## src/rtl/tx_byte_sched_pkg.sv

```systemverilog
// rtl/tx_byte_sched_pkg.sv - shared constants and state encoding for the UART byte scheduler
package tx_byte_sched_pkg;

  localparam int NSRC = 8;
  localparam int SELW = 3;

  typedef enum logic [1:0] {
    ST_IDLE      = 2'd0,
    ST_LOAD      = 2'd1,
    ST_WAIT_BUSY = 2'd2,
    ST_WAIT_DONE = 2'd3
  } state_e;

endpackage

```

## src/rtl/tx_byte_sched_rr_pick8.sv

```systemverilog
// rtl/tx_byte_sched_rr_pick8.sv - combinational round-robin pick of the first set req bit at or above ptr
module rr_pick8
  import tx_byte_sched_pkg::*;
(
  input  logic [NSRC-1:0] req,
  input  logic [SELW-1:0] ptr,
  output logic [SELW-1:0] winner,
  output logic            any
);

  logic [SELW-1:0] idx;

  always_comb begin
    winner = '0;
    any    = 1'b0;
    idx    = '0;
    // 3-bit index arithmetic wraps the search past source 7 back to 0
    for (int i = 0; i < NSRC; i++) begin
      idx = ptr + SELW'(i);
      if (!any && req[idx]) begin
        winner = idx;
        any    = 1'b1;
      end
    end
  end

endmodule

```

## src/rtl/tx_byte_sched.sv

```systemverilog
// rtl/tx_byte_sched.sv - round-robin scheduler granting one byte source at a time to a UART transmitter
module tx_byte_sched
  import tx_byte_sched_pkg::*;
#(
  parameter int BUSY_TIMEOUT = 255,
  parameter int TW           = 8
) (
  input  logic            clk,
  input  logic            rst,
  input  logic            en,
  input  logic [NSRC-1:0] req,
  input  logic            tx_busy,
  output logic [SELW-1:0] sel,
  output logic            tx_start,
  output logic [NSRC-1:0] ack,
  output logic            active,
  output logic            err
);

  localparam logic [TW:0] TIMEOUT_L = (TW+1)'(BUSY_TIMEOUT);

  state_e          state_q, state_d;
  logic [SELW-1:0] sel_q, sel_d;
  logic [SELW-1:0] ptr_q, ptr_d;
  logic [TW-1:0]   cnt_q, cnt_d;
  logic            err_q, err_d;

  logic [SELW-1:0] pick_winner;
  logic            pick_any;
  logic [TW:0]     cnt_inc;

  rr_pick8 u_pick (
    .req    (req),
    .ptr    (ptr_q),
    .winner (pick_winner),
    .any    (pick_any)
  );

  assign cnt_inc = {1'b0, cnt_q} + (TW+1)'(1);

  always_comb begin
    state_d = state_q;
    sel_d   = sel_q;
    ptr_d   = ptr_q;
    cnt_d   = cnt_q;
    err_d   = 1'b0;
    case (state_q)
      ST_IDLE: begin
        if (en && pick_any && !tx_busy) begin
          state_d = ST_LOAD;
          sel_d   = pick_winner;
          ptr_d   = pick_winner + SELW'(1);
        end
      end
      ST_LOAD: begin
        state_d = ST_WAIT_BUSY;
        cnt_d   = '0;
      end
      ST_WAIT_BUSY: begin
        if (tx_busy) begin
          state_d = ST_WAIT_DONE;
        end else begin
          cnt_d = (&cnt_q) ? cnt_q : cnt_inc[TW-1:0];
          // Timeout fires on the edge where the count reaches the limit
          if (cnt_inc >= TIMEOUT_L) begin
            err_d   = 1'b1;
            state_d = ST_IDLE;
          end
        end
      end
      ST_WAIT_DONE: begin
        if (!tx_busy) begin
          state_d = ST_IDLE;
        end
      end
      default: state_d = ST_IDLE;
    endcase
  end

  always_ff @(posedge clk or posedge rst) begin
    if (rst) begin
      state_q <= ST_IDLE;
      sel_q   <= '0;
      ptr_q   <= '0;
      cnt_q   <= '0;
      err_q   <= 1'b0;
    end else begin
      state_q <= state_d;
      sel_q   <= sel_d;
      ptr_q   <= ptr_d;
      cnt_q   <= cnt_d;
      err_q   <= err_d;
    end
  end

  assign sel      = sel_q;
  assign tx_start = (state_q == ST_LOAD);
  assign ack      = tx_start ? (NSRC'(1) << sel_q) : '0;
  assign active   = (state_q != ST_IDLE);
  assign err      = err_q;

endmodule

```

## config.mk

```make
export PLATFORM = sky130hd
export DESIGN_NAME = tx_byte_sched
export DESIGN_NICKNAME = d
export VERILOG_FILES = /design/src/rtl/tx_byte_sched_pkg.sv /design/src/rtl/tx_byte_sched_rr_pick8.sv /design/src/rtl/tx_byte_sched.sv
export SDC_FILE = /design/constraint.sdc
export NUM_CORES = 1
export LEC_CHECK = 0
export BUFFER_PORTS_ARGS = -buffer_cell sky130_fd_sc_hd__buf_2
export CAP_MARGIN = 15
export CORE_UTILIZATION = 55
export CTS_BUF_LIST = sky130_fd_sc_hd__clkbuf_8
export CTS_CLUSTER_DIAMETER = 100
export DETAILED_ROUTE_END_ITERATION = 10
export PLACE_DENSITY = 0.76
export SKIP_CTS_REPAIR_TIMING = 1
export SLEW_MARGIN = 20
export SYNTH_ARGS = -nofsm -noshare
export SYNTH_HDL_FRONTEND = slang
export SYNTH_HIERARCHICAL = 1
export SYNTH_SLANG_ARGS = --single-unit
```

## constraint.sdc

```tcl
create_clock -name clk -period 8.9 [get_ports clk]
set_input_delay 0.89 -clock clk [delete_from_list [all_inputs] [get_ports clk]]
set_output_delay 0.89 -clock clk [all_outputs]
set_load 0.05 [all_outputs]
```

# Yosys cells after proc, flatten, opt, wreduce, memory -nomap -nowiden
# Index checks and enable logic that the tools add are counted.
# totals
reg_bits	17
wordCells	100
# classes
n_addsub	9
magnitude_cmp	9
n_eq_ne	8
shift	1
muxes	44
n_reduce_logical	24
# ops
op	n
3-bit by 4-bit < comparator with 1-bit output, second input constant	8
1-bit binary-select mux with 3-bit select	8
3-bit two-way mux	8
8-bit two-way mux	3
1-bit two-way mux	19
8-bit one-hot mux with 2 select lines	1
3-bit adder, second input constant	4
8-bit by 1-bit adder with 9-bit output, second input constant	1
9-bit by 8-bit greater-or-equal comparator with 1-bit output, second input constant	1
1-bit logical AND	9
1-bit logical NOT	8
2-bit two-way mux	4
2-bit != test, second input constant	4
2-bit one-hot mux with 4 select lines	1
8-bit AND reduction	1
1-bit by 3-bit left shift with 8-bit output, first input constant	1
3-bit by 1-bit adder with 3-bit output, second input constant	2
3-bit by 2-bit adder with 3-bit output, second input constant	2
3-bit AND reduction	2
2-bit equality test, second input constant	2
2-bit nonzero test	2
3-bit != test, second input constant	1
2-bit by 1-bit equality test with 1-bit output, second input constant	1
2-bit logical NOT	1
2-bit AND reduction	1

# Longest topological paths before layout
# Gate-level depths: netlist of run 1.
# depth
depth_word	28
depth_mapped	16

# Hierarchy
# The synthesis of run 1 kept the hierarchy.
# by_module_without_submodules
module	n_inst	cells_each	area_per_inst_um2	seq_area_each_um2
rr_pick8	1	121	1081.0	0.0
tx_byte_sched	1	105	1018.5	425.4

# Worst setup path after synthesis of run 1
# No wires, ideal clock.
# synth_path
path_type	reg2reg
startpoint	register ptr_q[1]
endpoint	register ptr_q[1]
setup_time_ns	0.125
t_arrival_ns	3.363
required_time_ns	8.775
slack_ns	5.412
stages_incl_launch_ff	15
path_buffers	3
cell_sequence	dfrtp_1 -> buf_2 -> buf_2 -> inv_1 -> ha_1 -> buf_6 -> mux4_2 -> a21oi_1 -> o311a_1 -> o21ai_2 -> o311ai_1 -> nand2_1 -> o21ai_1 -> ha_1 -> mux2_2
# synth_rtl
element	line	text
from (decl)	tx_byte_sched.sv:24	logic [SELW-1:0] ptr_q, ptr_d;
from (signal assigned)	tx_byte_sched.sv:90	ptr_q <= ptr_d;
parallel branches: the longest is 23 deep, another holds 3-bit by 1-bit adder with 3-bit output	n/a	
3-bit two-way mux (*)	tx_byte_sched_rr_pick8.sv:20	if (!any && req[idx]) begin
named net pick_winner[0]	tx_byte_sched.sv:28	logic [SELW-1:0] pick_winner;
3-bit by 1-bit adder with 3-bit output (*)	tx_byte_sched.sv:52	ptr_d = pick_winner + SELW'(1);
# Mark *: on every way through the listed nets, which the timed path passes. The select of a mux whose other input is x is not followed.
# A chain may end at the register's enable or synchronous reset.

# Worst setup path in the final report of run 1
# Same ends and word-level chain as after synthesis.

==> metrics.cfg, run 1 <==
[run_status]
run_status=completed

[sta]
hold_viol_final=0
finalMaxSlewViolations=0
tns_ns=0
period_needed_ns=4.303
max-slew-margin-rel_pct=44.43
tightest_slew_ns=0.8335
final-setup-viol-count=0
fmax_mhz=232.4
period_share_pct=48.35
fin_skew_ns=0.001528
rsz0062_at_grt=false
fin_ws_ns=4.597

[power]
p_leak_uw=0.0009601
ir_drop_mv=0.2954
power_density_nw_per_um2=404.3

[synthesis]
synth_compound_area_share_pct=20.38
synth_area_leaders=dfrtp_1, mux4_2, mux4_1
yosysSeqAreaShare_pct=20.26
synth_top_family_by_area=multiplexers
ys.flop_type=dfrtp_1
yosys_warnings=6
synth.top_cell.area_share_pct=20.26
synth_nets=243
synth_largest_area_cell=dfrtp_1
synth_edf_count=0
syn_area_per_cell_um2=9.290
synthSimpleGateAreaFrac_pct=19.01
synth_fa_ha_area_share_pct=2.980
syn-instance-count=226
synthMuxAreaShare_pct=28.13
ys_ff_latch=17
async_flop_share_pct=100.0
synthesis.area_um2=2100
synth_cell_types=62
synthXorXnorAreaFrac_pct=2.920

[die]
row_count=22
fp.dieW_um=63.79
fp.coreArea_um2=3661
initial_core_util_pct=57.35
die_area_um2=4069
io-pin-count=26
die_h_um=63.79

[global_routing]
grt_max_degree=22
grt_usage_pct=26.75
grt_pass1_wl_um=8507
grt.overflow.total=0
antenna_found_initial=0
grt_pass1_vias=1772

[detailed_routing]
num_vias=1926
wl_per_cell_um=17.26
drc_errors=0
drt-initial-drc-count=153
via_per_inst=6.619
wirelength_um=5022
dr.pass1.iters=5
antenna_left=0

[setup_path]
cp_num_buf_inv=1
path_delay_family=compound AO/OA/AOI/OAI gates
worstPathMaxFanout=18
required_ns=9.04
max_stage_delay_ns=0.83
worstPathCellList=inv_1, ha_1, mux4_2, a21oi_1, o311a_1, o21ai_2, o311ai_1, nand2_1, o21ai_1, ha_1, mux2_2
cp-start-kind=flop
cp-end-kind=flop
critPathArrivalTime_ns=4.45
cp_slowest_cell=dfrtp_1
cp_common_cell=ha_1
crit_type=flop to flop

[cts]
clk_latency_ns=0.25
htreeDepth=1
cts_tree=done
cts_made_buffers=3
clockBufferDepth=2
root_buffer=clkbuf_8
clkTransAtPathRegs_ns=0.06
cts.sinks=17

[finish]
synthToLayoutAreaGrowth_pct=6.972
fill_cells=300
design_area_um2=2246
nets=261
n_antenna_cell=0
drive_gt1_share_pct=24.69

[place]
placed_area_um2=2201
globalplace.congestion=0.8830
portBuffers=25
pre_cts_ws_ns=4.591
post-dp-hpwl_um=3603

[worst_hold_path]
hp-class=flop to flop

[flow_run]
drv_cap=0

cells by family after synthesis:
family	Yosys count
simple gates	79
flops	17
xor+xnor	7
compound gates	58
mux	35
fa+ha+maj	5
buf+inv	25
cells in the final DEF, fill, tap and decap left out, types with 3 or more instances in the layout:
cell type,synthesis,final
inv_1,12,13
nand2b_1,5,5
nor2_1,21,21
and3_1,3,3
dfrtp_1,17,17
clkbuf_8,0,3
mux4_2,10,10
a21o_1,4,4
mux4_1,5,5
nand3_1,7,7
o21ai_0,11,11
a21oi_1,12,12
mux2i_1,8,8
xor2_1,5,5
a22o_1,3,3
ha_1,5,5
nand2_1,18,18
buf_2,7,25
nor3_1,6,6
nor4_1,3,3
mux2_2,7,7
a22oi_1,3,3
path summary, 6_finish.rpt:
path / from / to / slack [ns] / depth (start not counted)
min in group asynchronous: rst / cnt_q[4] / 0.71 / 2
setup reg to reg: ptr_q[1] / ptr_q[1] / 4.60 / 11
hold / removal: state_q[1] / state_q[0] / 0.54 / 2
hold reg to reg: state_q[1] / state_q[0] / 0.54 / 2
max in group asynchronous: rst / err / 7.77 / 2
setup / recovery: ptr_q[1] / ptr_q[1] / 4.60 / 11
through the flow:
stage | total power, µW | instances | util (%) | hold slack (ns)
final | 908.0 | 291 | 61.35 | 0.5382
after global routing | 977.9 | 291 | 61.35 | 0.5707
after CTS | 899.4 | 291 | 61.35 | 0.5386
after detailed placement | 838.4 | 287 | 60.12 | 0.5235
after global placement | 828.5 | 287 | 60.12 | 0.5156
after floorplan | 734.9 | 226 | - | 0.4882
cell usage after synthesis, types with 3 or more instances:
library cell and n:
mux2_2 7, mux4_2 10, o21ai_0 11, nor4_1 3, nor3_1 6, a21oi_1 12
xor2_1 5, inv_1 12, a21o_1 4, a22oi_1 3, dfrtp_1 17, mux4_1 5
and3_1 3, nand3_1 7, nand2b_1 5, mux2i_1 8, a22o_1 3, ha_1 5
buf_2 7, nand2_1 18, nor2_1 21
worst min-delay path, cell delays in order, from the launching register on:
cell	delay (ns)
dfrtp_1	0.37
nand2_1	0.07
nand2b_1	0.06
layout make-up:
type | instances | area [µm²] | area share, %
Sequential cell | 17 | 425.4 | 18.94
Tap cell | 48 | 60.06 | 2.674
Timing Repair Buffer | 25 | 125.1 | 5.571
Clock buffer | 3 | 41.29 | 1.838
Inverter | 13 | 48.80 | 2.173
Multi-Input combinational cell | 184 | 1541 | 68.64
Clock inverter | 1 | 3.754 | 0.1671
power by group:
part	internal [µW]	switching [µW]	leakage, µW
clock network	30.7	26.5	0.0000269
logic	294	382	0.000715
registers	100	74.0	0.000218
total	425	483	0.000960
metal layers:
| metal | track usage (%) | wire length, µm | up-vias |
|---|---|---|---|
| li1 | - | - | 902 |
| met1 | 40.69 | 2362 | 929 |
| met2 | 38.03 | 2200 | 84 |
| met3 | 4.821 | 377 | 11 |
| met4 | 8.523 | 81 | 0 |
| met5 | 0 | 0 | - |
registers in the layout (all words and copies together), names as in the netlist:
name and count:
ptr_q 3, sel 3, err 1, state_q 2
cnt_q 8
No activity file was read; power rests on OpenSTA's default activity.
==> inputs of run 2 (changes only) <==
==> constraint.sdc (replaced) <==
create_clock -name clk -period 4.1 [get_ports clk]
set_input_delay 0.41 -clock clk [delete_from_list [all_inputs] [get_ports clk]]
set_output_delay 0.41 -clock clk [all_outputs]
set_load 0.05 [all_outputs]
==> run 2 against run 1 <==
Sequential share of layout area fell by 0.25 points. Critical path depth did not move. Clock-buffer cell count unchanged. Global-route usage is 0.77 points lower. Fmax increased by 29%. Setup slack worse by 3.8 ns. Critical path type unchanged. Largest power group unchanged.
==> metrics.cfg, run 2 (synthesis results as in run 1) <==
[run_status]
run_status=completed

[cts]
htreeDepth=1  ; unchanged
cts_made_buffers=3  ; unchanged
cts_tree=done
cts.sinks=17  ; unchanged
clockBufferDepth=2  ; unchanged
clkTransAtPathRegs_ns=0.06  ; about the same
root_buffer=clkbuf_8
clk_latency_ns=0.25  ; about the same

[setup_path]
cp_slowest_cell=mux4_2
max_stage_delay_ns=0.55  ; -0.28 ns
worst-r2r-cell-count=11  ; unchanged
cp_common_cell=ha_1
worstPathCellList=inv_2, ha_1, buf_4, mux4_2, mux2_4, or2_1, nor4_1, o21ai_0, o21ai_1, ha_1, mux2_2
cp_num_buf_inv=2  ; +1
critPathArrivalTime_ns=3.48  ; -0.97 ns
path_delay_family=multiplexers
required_ns=4.23  ; -4.81 ns
worstPathMaxFanout=15  ; -3
cp-end-kind=flop
cp-start-kind=flop
crit_type=flop to flop
cp.depth=11  ; unchanged

[place]
post-dp-hpwl_um=3577  ; -0.74%
dpl.cell_count=291  ; +1.4%
pre_cts_ws_ns=0.7684  ; -3.822 ns
portBuffers=25  ; unchanged
globalplace.congestion=0.9256  ; +4.8%
placed_area_um2=2231  ; +1.4%

[die]
initial_core_util_pct=57.35  ; unchanged
io-pin-count=26  ; unchanged
row_count=22  ; unchanged
die_h_um=63.79  ; unchanged
fp.dieW_um=63.79  ; unchanged
die_area_um2=4069  ; unchanged
fp.coreArea_um2=3661  ; unchanged

[finish]
n_antenna_cell=0  ; unchanged
nets=265  ; +1.5%
layout_common_cells=buf_2, nor2_1, nand2_1
synthToLayoutAreaGrowth_pct=8.403
final_util_pct=62.17  ; +0.82 points
design_area_um2=2276  ; +1.3%
largest_reg_flops=8  ; unchanged
final_common_cell=buf_2
drive_gt1_share_pct=25.91  ; +1.2 points
finalNonFillerCells=295  ; +1.4%
top_register=cnt_q

[power]
ir_drop_mv=0.4982  ; +69%
p_leak_uw=0.0009792  ; +2.0%
power_density_nw_per_um2=871.8  ; +120%

[sta]
period_needed_ns=3.349  ; -0.9545 ns
hold_viol_final=0  ; unchanged
tightest_slew_ns=0.6644  ; -0.1691 ns
fin_skew_ns=0.001496  ; -0.00003222 ns
fin_ws_ns=0.7514  ; -3.845 ns
fmax_mhz=298.6  ; +29%
rsz0062_at_grt=false
final-setup-viol-count=0  ; unchanged
max-slew-margin-rel_pct=55.66  ; +11 points
finalMaxSlewViolations=0  ; unchanged
period_share_pct=81.67  ; +33 points
tns_ns=0  ; unchanged

[global_routing]
grt_pass1_wl_um=8217  ; -3.4%
grt.overflow.total=0  ; unchanged
grt_max_degree=20  ; -9.1%
grt_usage_pct=25.98  ; -0.77 points
antenna_found_initial=0  ; unchanged
grt_pass1_vias=1723  ; -2.8%

[detailed_routing]
num_vias=1902  ; -1.2%
via_per_inst=6.447  ; -2.6%
wirelength_um=4869  ; -3.0%
wl_per_cell_um=16.51  ; -4.4%
antenna_left=0  ; unchanged
dr.pass1.iters=4  ; -1
drc_errors=0  ; unchanged
drt-initial-drc-count=84  ; -45%

[worst_hold_path]
hp-class=input pin to asynchronous set/reset pin

[flow_run]
drv_cap=0  ; unchanged

run 2: path summary, 6_finish.rpt:
check,startpoint,endpoint,slack (ns)
setup / recovery,ptr_q[0],ptr_q[1],0.75
hold / removal,rst,cnt_q[4],0.24
setup reg to reg,ptr_q[0],ptr_q[1],0.75
hold reg to reg,state_q[1],state_q[0],0.53
max in group asynchronous,rst,err,3.43
min in group clk,tx_busy,state_q[0],0.45
run 2: area by class of cell:
cell class / count / area [µm²]
repair buffers: 29 / 155.1
clock inverters: 1 / 3.754
multi-input cells: 184 / 1541
well taps: 48 / 60.06
flip-flops and latches: 17 / 425.4
clock buffers: 3 / 41.29
fillers: 290 / 1385
inverters: 13 / 48.80
run 2: layer usage:
layer  routed length, µm  global-route usage [%]
met1                2334                   40.53
met2                2164                   37.37
met3                 358                   5.179
met4                  11                   4.261
met5                   0                       0
run 2: metrics by stage:
stage / hold WS, ns / power (µW)
after floorplan: 0.3361 / 1595
after global placement: 0.5154 / 1835
after detailed placement: 0.5237 / 1848
after CTS: 0.2604 / 1974
after global routing: 0.2941 / 2155
final: 0.2446 / 1984
run 2: report_power, final:
part           internal [µW]  leakage, µW  total [µW]  switching (µW)
registers                220     0.000218         301            81.1
clock network           66.3    0.0000269         119            52.6
logic                    665     0.000734        1560             900
==> inputs of run 3 (changes only) <==
--- a/config.mk
+++ b/config.mk
@@ -11,7 +11,7 @@
 export CTS_BUF_LIST = sky130_fd_sc_hd__clkbuf_8
 export CTS_CLUSTER_DIAMETER = 100
 export DETAILED_ROUTE_END_ITERATION = 10
-export PLACE_DENSITY = 0.76
+export PLACE_DENSITY = 0.79
 export SKIP_CTS_REPAIR_TIMING = 1
 export SLEW_MARGIN = 20
 export SYNTH_ARGS = -nofsm -noshare
==> constraint.sdc (replaced) <==
create_clock -name clk -period 3.08 [get_ports clk]
set_input_delay 0.308 -clock clk [delete_from_list [all_inputs] [get_ports clk]]
set_output_delay 0.308 -clock clk [all_outputs]
set_load 0.05 [all_outputs]
==> run 3 against run 2 <==
The flow now finishes with violations (setup timing). Sequential power rose by 37%. Die area unchanged. Combinational power grew 59%. Fmax up 7.6%. Non-clock buffer count grew 12. Via count increased by 5.4%. Setup slack got worse by 0.78 ns. Clock-buffer cell count did not move. Global-route usage is 1.3 points higher. Cell area is 8.2% higher. Critical path type unchanged.
==> metrics.cfg, run 3 (synthesis results as in run 1) <==
[run_status]
run_status=complete, but fails checks
violations=setup timing

[sta]
final-setup-viol-count=1  ; +1
period_share_pct=101.0  ; +19 points
hold_viol_final=0  ; unchanged
tns_ns=-0.03080  ; -0.03080 ns
period_needed_ns=3.111  ; -0.2378 ns
fin_ws_ns=-0.03080  ; -0.7822 ns
rsz0062_at_grt=true
max-slew-margin-rel_pct=58.67  ; +3.0 points
fin_skew_ns=0.004839  ; +0.003343 ns
finalMaxSlewViolations=0  ; unchanged
fmax_mhz=321.5  ; +7.6%
tightest_slew_ns=0.6193  ; -0.04515 ns

[power]
power_density_nw_per_um2=1243  ; +43%
ir_drop_mv=0.8486  ; +70%
p_seq_share_pct=13.4  ; -1.8 points
netSwitchingPower_uw=1577  ; +53%
p_leak_uw=0.001046  ; +6.8%
comb_power_share_pct=81.1  ; +2.3 points
p_clk_share_pct=5.5  ; -0.5 points
total_power_uw=3062  ; +54%
netSwitchingFraction_pct=51.51  ; -0.57 points
p_int_uw=1485  ; +56%

[finish]
final_common_cell=buf_2
largest_reg_flops=8  ; unchanged
synthToLayoutAreaGrowth_pct=17.34
final_util_pct=67.29  ; +5.1 points
top_register=cnt_q
n_antenna_cell=0  ; unchanged
nets=277  ; +4.5%
drive_gt1_share_pct=35.14  ; +9.2 points
design_area_um2=2464  ; +8.2%
layout_common_cells=buf_2, nor2_1, nand2_1

[worst_hold_path]
hp-class=input pin to asynchronous set/reset pin

[place]
pre_cts_ws_ns=0.01253  ; -0.7559 ns
portBuffers=25  ; unchanged
post-dp-hpwl_um=3876  ; +8.4%
globalplace.congestion=0.9821  ; +6.1%
placed_area_um2=2330  ; +4.4%

[global_routing]
grt_pass1_wl_um=8728  ; +6.2%
grt_pass1_vias=1808  ; +4.9%
grt.overflow.total=0  ; unchanged
grt_max_degree=18  ; -10%
grt_usage_pct=27.25  ; +1.3 points
antenna_found_initial=0  ; unchanged

[detailed_routing]
wirelength_um=5409  ; +11%
drt-initial-drc-count=146  ; +74%
dr.pass1.iters=4  ; unchanged
antenna_left=0  ; unchanged
via_per_inst=6.531  ; +1.3%
num_vias=2005  ; +5.4%
drc_errors=0  ; unchanged
wl_per_cell_um=17.62  ; +6.7%

[cts]
clkTransAtPathRegs_ns=0.07  ; about the same
clockBufferDepth=2  ; unchanged
htreeDepth=1  ; unchanged
cts_tree=done
cts.sinks=17  ; unchanged
root_buffer=clkbuf_8
clk_latency_ns=0.25  ; about the same
cts_made_buffers=3  ; unchanged

[setup_path]
worst-r2r-cell-count=11  ; unchanged
required_ns=3.21  ; -1.02 ns
worstPathMaxFanout=6  ; -9
cp-start-kind=flop
cp-end-kind=flop
critPathArrivalTime_ns=3.24  ; -0.24 ns
crit_type=flop to flop

[die]
fp.dieW_um=63.79  ; unchanged
die_h_um=63.79  ; unchanged
row_count=22  ; unchanged
die_area_um2=4069  ; unchanged
fp.coreArea_um2=3661  ; unchanged
initial_core_util_pct=57.35  ; unchanged
io-pin-count=26  ; unchanged

[flow_run]
drv_cap=0  ; unchanged

-- run 3: cell count changes in the layout (fill, tap and decap cells not counted), sizes merged --
cell / previous run / this run
inv: 14 / 13
clkinvlp: 0 / 1
buf: 29 / 41
-- run 3: through the flow --
stage	hold WS, ns	std cells
after floorplan	0.2341	226
after CTS	0.1377	305
after global placement	0.4156	301
after global routing	0.1811	307
after detailed placement	0.4153	301
final	0.1195	307
-- run 3: final cells by class --
class,count,area (µm²)
multi-input combinational,184,1622
sequential,17,426.7
inverter,13,53.80
tap,48,60.06
fill,274,1197
clock inverter,1,7.507
clock buffer,3,41.29
timing repair buffer,41,252.7
-- run 3: routing by layer --
metal / vias to the layer above / wire length (µm) / global-route usage [%]
met5: - / 0 / 0
met4: 0 / 57 / 6.534
met3: 11 / 378 / 4.107
met2: 85 / 2434 / 40.56
met1: 971 / 2538 / 41.34
li1: 938 / - / -
-- run 3: power by group through the flow --
| stage | Sequential [µW] | Combinational [µW] | Clock (µW) |
|---|---|---|---|
| floorplan | 429 | 1770 | 0 |
| global placement | 403 | 2230 | 0 |
| detailed placement | 408 | 2280 | 0 |
| CTS | 406 | 2290 | 172 |
| global route | 431 | 2650 | 181 |
| finish | 411 | 2480 | 168 |
-- run 3: path summary, 6_finish.rpt --
| path | startpoint | end | slack (ns) |
|---|---|---|---|
| setup / recovery | ptr_q[0] | ptr_q[1] | -0.03 |
| hold / removal | rst | cnt_q[1] | 0.12 |
| setup reg to reg | ptr_q[0] | ptr_q[1] | -0.03 |
| hold reg to reg | state_q[1] | state_q[0] | 0.55 |
| max in group asynchronous | rst | ptr_q[1] | 2.52 |
| min in group clk | tx_busy | state_q[0] | 0.36 |
-- run 3: critical path, cell delays in order, from the launching register on --
cell	delay (ns)
dfrtp_1	0.40
inv_2	0.07
ha_4	0.29
mux4_2	0.57
a21oi_2	0.18
o311a_1	0.27
o21ai_4	0.11
o311ai_2	0.28
o21ai_0	0.14
o21ai_1	0.13
ha_1	0.27
mux2_2	0.28
